**config.mk**
```make
export PLATFORM = sky130hd
export DESIGN_NAME = fast_clk_ctrl
export DESIGN_NICKNAME = d
export VERILOG_FILES = /design/src/rtl/fast_clk_ctrl.sv
export SDC_FILE = /design/constraint.sdc
export NUM_CORES = 1
export LEC_CHECK = 0
export ABC_AREA = 1
export CAP_MARGIN = 20
export CORE_MARGIN = 2
export CORE_UTILIZATION = 50
export DETAILED_ROUTE_END_ITERATION = 12
export PLACE_DENSITY = 0.7
export SLEW_MARGIN = 5
export SYNTH_ARGS = -nofsm -noshare
export SYNTH_HDL_FRONTEND = slang
export SYNTH_SLANG_ARGS = --single-unit
```
**constraint.sdc**
```tcl
create_clock -name clk -period 5.1 [get_ports clk]
set_clock_uncertainty 0.1 [all_clocks]
set_input_delay 1.275 -clock clk [delete_from_list [all_inputs] [get_ports clk]]
set_output_delay 1.275 -clock clk [all_outputs]
set_load 0.02 [all_outputs]
```
**src/rtl/fast_clk_ctrl.sv**
```systemverilog
`timescale 1ns/1ps
// fast_clk_ctrl
// Qualifies an external fast clock by counting its rising edges over fixed
// windows of clk, and sequences glitch-free switchover of the fast clock mux
// between the external source and the internal divided clock.
//
// Ports
//   clk              system clock, the only clock of this block
//   rst_n            asynchronous active-low reset
//   fast_clk_ext_raw external clock, sampled as asynchronous data
//   mode[1:0]        00/11 auto (follow ext_ok), 01 force divided, 10 force ext
//   fast_clk_sel     mux select, 1 = external, 0 = divided
//   fast_clk_en      downstream gate enable, high only while settled in RUN
//   ext_ok           external clock qualified
//   switching        high whenever the sequencer is not in RUN
//   switch_evt       one-cycle pulse in the cycle fast_clk_sel takes a new value
//   edge_cnt_last    edge count of the most recently completed window
//
// state  | meaning
// RUN    | settled, fast clock enabled, watching for a target mismatch
// GATE   | fast clock gated off, letting the downstream clock drain
// SWAP   | one cycle: select reloaded from the current target
// UNGATE | gated, waiting for the mux output to settle (also the reset state)
module fast_clk_ctrl #(
  parameter int WIN_LEN      = 1024,
  parameter int EDGE_MIN     = 128,
  parameter int EDGE_MAX     = 141,
  parameter int GOOD_WINDOWS = 4,
  parameter int LOSS_TIMEOUT = 32,
  parameter int GAP          = 8
) (
  input  logic       clk,
  input  logic       rst_n,
  input  logic       fast_clk_ext_raw,
  input  logic [1:0] mode,
  output logic       fast_clk_sel,
  output logic       fast_clk_en,
  output logic       ext_ok,
  output logic       switching,
  output logic       switch_evt,
  output logic [7:0] edge_cnt_last
);

  localparam int WIN_W  = $clog2(WIN_LEN);
  localparam int GOOD_W = $clog2(GOOD_WINDOWS + 1);
  localparam int LOSS_W = $clog2(LOSS_TIMEOUT + 1);
  localparam int GAP_W  = $clog2(GAP + 1);

  localparam logic [WIN_W-1:0]  WIN_LAST    = WIN_W'(WIN_LEN - 1);
  localparam logic [7:0]        EDGE_LO     = 8'(EDGE_MIN);
  localparam logic [7:0]        EDGE_HI     = 8'(EDGE_MAX);
  localparam logic [GOOD_W-1:0] GOOD_FULL   = GOOD_W'(GOOD_WINDOWS);
  localparam logic [LOSS_W-1:0] LOSS_RELOAD = LOSS_W'(LOSS_TIMEOUT - 1);
  localparam logic [GAP_W-1:0]  GATE_LAST   = GAP_W'(GAP - 2);
  localparam logic [GAP_W-1:0]  UNGATE_LAST = GAP_W'(GAP - 1);

  typedef enum logic [1:0] {
    RUN    = 2'd0,
    GATE   = 2'd1,
    SWAP   = 2'd2,
    UNGATE = 2'd3
  } state_t;

  logic              sync_1, sync_2, sync_hist;
  logic              ext_rise;
  logic [WIN_W-1:0]  win_cnt;
  logic              win_term;
  logic [7:0]        edge_cnt;
  logic [7:0]        edge_fin;
  logic              win_good;
  logic [LOSS_W-1:0] loss_tmr;
  logic              loss;
  logic [GOOD_W-1:0] good_cnt;
  logic              target;
  state_t            state;
  logic [GAP_W-1:0]  gap_cnt;

  // ---------------- external clock sampling ----------------
  always_ff @(posedge clk or negedge rst_n) begin
    if (!rst_n) begin
      sync_1    <= 1'b0;
      sync_2    <= 1'b0;
      sync_hist <= 1'b0;
    end else begin
      sync_1    <= fast_clk_ext_raw;
      sync_2    <= sync_1;
      sync_hist <= sync_2;
    end
  end

  assign ext_rise = sync_2 & ~sync_hist;

  // ---------------- window measurement ----------------
  assign win_term = (win_cnt == WIN_LAST);
  // Count including an edge seen in this cycle, saturating at 255.
  assign edge_fin = (ext_rise && edge_cnt != 8'hFF) ? edge_cnt + 8'd1 : edge_cnt;
  assign win_good = (edge_fin >= EDGE_LO) && (edge_fin <= EDGE_HI);

  always_ff @(posedge clk or negedge rst_n) begin
    if (!rst_n) begin
      win_cnt       <= '0;
      edge_cnt      <= '0;
      edge_cnt_last <= '0;
    end else begin
      if (win_term) begin
        win_cnt       <= '0;
        edge_cnt      <= '0;
        edge_cnt_last <= edge_fin;
      end else begin
        win_cnt  <= win_cnt + 1'b1;
        edge_cnt <= edge_fin;
      end
    end
  end

  // Loss timer reloads on every edge; reaching zero with no edge in the
  // current cycle means LOSS_TIMEOUT edge-free cycles in a row. It resets to
  // zero, so the source counts as lost until its first edge arrives.
  assign loss = (loss_tmr == '0) && !ext_rise;

  always_ff @(posedge clk or negedge rst_n) begin
    if (!rst_n) begin
      loss_tmr <= '0;
    end else if (ext_rise) begin
      loss_tmr <= LOSS_RELOAD;
    end else if (loss_tmr != '0) begin
      loss_tmr <= loss_tmr - 1'b1;
    end
  end

  always_ff @(posedge clk or negedge rst_n) begin
    if (!rst_n) begin
      good_cnt <= '0;
      ext_ok   <= 1'b0;
    end else if (loss || (win_term && !win_good)) begin
      good_cnt <= '0;
      ext_ok   <= 1'b0;
    end else begin
      if (win_term && good_cnt != GOOD_FULL) begin
        good_cnt <= good_cnt + 1'b1;
      end
      ext_ok <= (good_cnt == GOOD_FULL);
    end
  end

  // ---------------- switchover sequencer ----------------
  always_comb begin
    target = ext_ok;
    case (mode)
      2'b01:   target = 1'b0;
      2'b10:   target = 1'b1;
      default: target = ext_ok;
    endcase
  end

  always_ff @(posedge clk or negedge rst_n) begin
    if (!rst_n) begin
      state        <= UNGATE;
      gap_cnt      <= '0;
      fast_clk_sel <= 1'b0;
      fast_clk_en  <= 1'b0;
      switching    <= 1'b1;
      switch_evt   <= 1'b0;
    end else begin
      switch_evt <= 1'b0;
      case (state)
        RUN: begin
          if (target != fast_clk_sel) begin
            state       <= GATE;
            gap_cnt     <= '0;
            fast_clk_en <= 1'b0;
            switching   <= 1'b1;
          end
        end
        GATE: begin
          // GATE holds GAP-1 cycles; with the SWAP cycle that is GAP cycles
          // of gating before the select moves.
          if (gap_cnt == GATE_LAST) begin
            state <= SWAP;
          end else begin
            gap_cnt <= gap_cnt + 1'b1;
          end
        end
        SWAP: begin
          // Target may have moved back during GATE; then nothing changes.
          fast_clk_sel <= target;
          switch_evt   <= (target != fast_clk_sel);
          state        <= UNGATE;
          gap_cnt      <= '0;
        end
        UNGATE: begin
          if (gap_cnt == UNGATE_LAST) begin
            state       <= RUN;
            fast_clk_en <= 1'b1;
            switching   <= 1'b0;
          end else begin
            gap_cnt <= gap_cnt + 1'b1;
          end
        end
        default: begin
          state <= UNGATE;
        end
      endcase
    end
  end

endmodule

```
; Word-level counts from Yosys, hierarchy flattened
; Index checks and enable logic that the tools add are counted.
[op_classes]
reduce_logical = 17
n_mux = 24
add_sub_neg = 5
n_eq_ne = 17
bitwise = 2
magnitude_cmp = 2
[ops]
columns = cell, n
row1 = 8-bit 2-to-1 mux, 2
row2 = 4-bit one-hot mux with 4 select lines, 1
row3 = 4-bit 2-to-1 mux, 3
row4 = 6-bit 2-to-1 mux, 2
row5 = "10-bit by 1-bit adder with 10-bit output, second input constant", 1
row6 = "10-bit == test, second input constant", 1
row7 = 10-bit 2-to-1 mux, 1
row8 = "2-bit inequality test, second input constant", 5
row9 = 3-bit AND reduction, 3
row10 = "8-bit by 1-bit adder with 8-bit output, second input constant", 1
row11 = "4-bit by 3-bit == test with 1-bit output, second input constant", 2
row12 = "8-bit greater-or-equal comparator, second input constant", 1
row13 = "8-bit <= comparator, second input constant", 1
row14 = "8-bit inequality test, second input constant", 1
row15 = 2-bit one-hot mux with 4 select lines, 1
row16 = "2-bit == test, second input constant", 3
row17 = 6-bit logical NOT, 1
row18 = 1-bit 2-to-1 mux, 6
row19 = 2-bit 2-to-1 mux, 3
row20 = 3-bit 2-to-1 mux, 2
row21 = 1-bit one-hot mux with 2 select lines, 3
row22 = 2-bit nonzero test, 3
row23 = 6-bit nonzero test, 1
row24 = "6-bit by 1-bit subtractor with 6-bit output, second input constant", 1
row25 = other kinds (12), 18
[word_totals]
input_bits = 5
output_inout_bits = 13
elab_cells = 82
register_bits = 49

; Depth between registers and ports, before layout
[logic_depth]
word_depth = 10
depth_mapped = 12
depth_no_buf = 12

; Worst setup path before layout
; OpenSTA, ideal clock, no wires.
[synth_timing]
path_kind = input port to flip-flop
start = input port mode[0]
end = register state[0]
setup_slack_ns = 2.573
setup_ns = 0.072
required_ns = 4.928
arrival_ns = 2.355
path_stages = 10
cell_sequence = inv_1 > ha_1 > nand2_1 > o21ai_1 > xor2_1 > nand2_1 > nand2_1 > nor2_1 > o21ai_0 > o21ai_1
[synth_via]
elab_chain_cells = 5
word_cells_on_any_way = 6
classes_between = 4 x eq/ne / 1 x mux / 1 x reduce/logical
[synth_rtl]
columns = item, line_no
row1 = "start, declared", 35  ; input logic [1:0] mode,
row2 = 2-bit == test / 2-bit by 1-bit == test with 1-bit output (equally long branches), 149  ; case (mode)
row3 = 1-bit one-hot mux with 2 select lines (*), 149
row4 = 1-bit inequality test (*), 168  ; if (target != fast_clk_sel) begin
row5 = 2-bit inequality test (no source line) (*), -
row6 = 3-bit AND reduction (no source line) (*), -
row7 = "end signal, assigned", 158  ; state <= UNGATE;
row8 = "end signal, assigned", 169  ; state <= GATE;
row9 = "end signal, assigned", 179  ; state <= SWAP;
row10 = "end, declared", 75  ; state_t state;
; Mark *: on every way between the ends. The rest lies on a longest branch, timed or not.
; A chain may end at the register's enable or synchronous reset.

; Worst setup path after layout
; Ends and elaborated chain as after synthesis.

==> impl_results.md <==
* Final min period at 2.80 ns
* RSZ-0062 raised after global routing: no
* Clk buf depth at 2
* Post-synth top area share at 45.8%
* Critical path's slowest cell: clkdlybuf4s50_1
* GR Overflow Total at 0
* Clock transition at path regs at 0.09 ns
* Syn_nets at 308
* Slew Limit Headroom at 67.2%
* CP dominant cell by count: nand2_1
* IO Pins at 18
* Worst EP arrival at 2.94 ns
* Fmax at 357 MHz
* Post-CTS resize count at 0
* Count of final setup violators at 0
* Yosys reg bits at 49
* Number of CTS-inserted buffers at 5
* Synth Warn # at 0
* Mux share of post-synthesis cell area at 0%
* Core area at 4790 sq um
* Max-slew violation total from the final report at 0
* Setup Buffers After CTS at 0
* Ranking of synthesized cells by area: dfrtp_1, nand2_1, inv_1
* CP top delay family: buffers and inverters
* Worst Hold Depth at 0
* Pin count of the biggest net entering global routing at 50
* Final worst path period share at 54.9%
* Vias/cell at 4.89
* 1st-iter DRT viols at 88
* CP max stage delay at 0.45 ns
* Largest family of logic cells by synthesized area: simple AND/OR/NAND/NOR gates
* Die area at 5610 sq um
* Simple-Gate Fraction of Synth Area at 24.7%
* Synth Area in Compound Gates at 8.11%
* Final ANT Viol Nets at 0
* DP HPWL at 2960 microns
* Fraction of layout cells with a size suffix above 1 at 10.2%
* Final Power at 1.15 mW
* Final setup TNS at 0 ns
* First-pass GRT wire length at 7800 microns
* Placer Congestion at 0.815
* Die H at 74.9 microns
* Total GRT Usage at 18.0%
* CTS H-tree depth at 2
* Starting Density at 52.5%
* PwrDens at 399 nW/um^2
* Nets@finish at 330
* Seq/Total Area, Yosys at 48.9%
* CP max FO at 4
* Adder-cell area share of the yosys netlist at 6.47%
* CTS Root Buffer Type: clkbuf_8
* # DRC at 0
* Post-Route WL at 4200 microns
* Synthesized area at 2510 sq um
* Cells on worst reg2reg path at 10
* Pre-Repair DR Iteration Count at 4
* CTS tree: done
* Synthesized area per cell at 8.67 sq um
* Startpoint Class: input port
* Skew-Pair Late Insertion Delay at 0.30 ns
* Crit path cell chain: clkdlybuf4s50_1 > inv_1 > ha_1 > nand2_1 > o21ai_1 > xor2_1 > nand2_1 > nand2_1 > nor2_1 > o21ai_0 > o21ai_1
* Unique masters post-synth at 35
* Number of stages on the worst setup path at 11
* Chip width at 74.9 microns
* Vias in the first global route at 1843
* Xor/xnor share of the synthesized area at 3.83%
* Gate Count Post-Synth at 290
* Slew @ Worst Pin at 0.492 ns
* R2R Setup Slk at 2.95 ns
* Port buffer count at 17
* Max-Cap Viols at 0
* Lkg Pwr at 1.42 nW
* CP endpoint kind: flop
* Area Overhead vs Synth at 14.8%
* Initial antenna violation count at 0
* Hold Fails Final Rpt at 0
* Status: complete, no violations
* Clock sinks at 49
* Worst IR Drop VDD at 0.167 mV
* Cell Rows at 25
* Crit path kind: in -> reg
* Worst min path class: reg -> reg
* Antenna cells at 0
* Crit path buf inv count at 2
* CP required at 5.23 ns
* WL per Instance at 11.0 microns
* # hold bufs at CTS at 0
* Cell taking the most area after synthesis: dfrtp_1
* Vias at 1860
==> where the power goes <==
group          total [mW]  internal, mW  switching (mW)
clock network       0.287         0.159           0.127
registers           0.521         0.462          0.0589
logic               0.343         0.137           0.206
total                1.15         0.759           0.392
==> registers in the layout (all words and copies together) (netlist names) <==
name,count
edge_cnt,8
switching,1
loss_tmr,6
fast_clk_en,1
state,2
sync_2,1
fast_clk_sel,1
switch_evt,1
edge_cnt_last,8
good_cnt,3
sync_1,1
ext_ok,1
gap_cnt,4
win_cnt,10
sync_hist,1
==> cell usage after synthesis, drive strengths merged <==
library cell / count
a21oi: 10
a22oi: 1
a31oi: 1
buf: 2
clkbuf: 1
dfrtp: 46
dfstp: 3
ha: 13
inv: 48
nand2: 64
nand3: 20
nand3b: 3
nand4: 5
nor2: 34
nor3: 2
nor3b: 1
nor4: 1
o21a: 3
o21ai: 18
o22ai: 2
or2: 1
xnor2: 1
xor2: 10
==> cell usage in the layout (no fill, tap or decap), types with 2 or more instances in the layout <==
| master | instances |
|---|---|
| nand2_1 | 59 |
| nand3_2 | 3 |
| nand2_2 | 3 |
| clkbuf_8 | 6 |
| o21ai_1 | 9 |
| o21ai_0 | 9 |
| inv_1 | 44 |
| nor2_1 | 31 |
| dfstp_2 | 3 |
| nand3_1 | 17 |
| nand2_4 | 2 |
| nand4_1 | 4 |
| o21a_1 | 3 |
| inv_2 | 3 |
| xor2_1 | 10 |
| a21oi_1 | 8 |
| ha_1 | 13 |
| nand3b_1 | 3 |
| o22ai_1 | 2 |
| clkdlybuf4s50_1 | 16 |
| dfrtp_1 | 46 |
| nor2_4 | 2 |
| nor3_1 | 2 |
==> per-stage QoR <==
stage	hold slack, ns	util (%)	cell area (sq um)	worst slack, ns	instances
2_1_floorplan	0.231	-	2510	2.57	290
3_3_place_gp	0.233	57.4	2750	2.01	371
3_5_place_dp	0.241	57.4	2750	1.98	371
4_1_cts	0.262	59.9	2870	2.29	379
5_1_grt	0.265	60.3	2890	2.10	380
6_report	0.258	60.3	2890	2.30	380
==> worst paths after layout <==
| check | startpoint | to |
|---|---|---|
| setup / recovery | mode[0] | state[0] |
| hold / removal | sync_1 | sync_2 |
| setup reg to reg | win_cnt[0] | good_cnt[0] |
| hold reg to reg | sync_1 | sync_2 |
| max in group asynchronous | rst_n | state[1] |
| min in group asynchronous | rst_n | win_cnt[6] |
==> worst reg2reg max path, stage by stage, from the launching register on <==
cell and delay [ns]:
dfrtp_1 0.38, ha_1 0.20, nand3_2 0.13, nor2_4 0.15, nand4_4 0.27, inv_2 0.36
nand3_2 0.12, nor2_1 0.11, nor2_1 0.06, nand2_2 0.12, nor2_1 0.05
==> layer usage <==
metal | share of wire [%] | GRT usage (%) | vias up
li1 | - | - | 957
met1 | 49 | 23.4 | 857
met2 | 45 | 29.7 | 39
met3 | 3.7 | 3.48 | 7
met4 | 1.6 | 7.14 | 0
met5 | 0 | 0 | -
==> kinds of logic after synthesis <==
family / Yosys count
buffers and inverters: 51
AND/OR/NAND/NOR: 131
AO/OA/AOI/OAI: 35
XOR/XNOR: 11
flip-flops: 49
adder cells (fa/ha/maj): 13
==> area by class of cell <==
| type | instances | area (sq um) |
|---|---|---|
| Multi-Input combinational cell | 190 | 1080 |
| Clock buffer | 6 | 82.6 |
| Sequential cell | 49 | 1230 |
| Timing Repair Buffer | 18 | 185 |
| Inverter | 48 | 183 |
| Clock inverter | 2 | 37.5 |
| Tap cell | 67 | 83.8 |
| Fill cell | 442 | 1900 |
No activity file was read; power rests on OpenSTA's default activity.
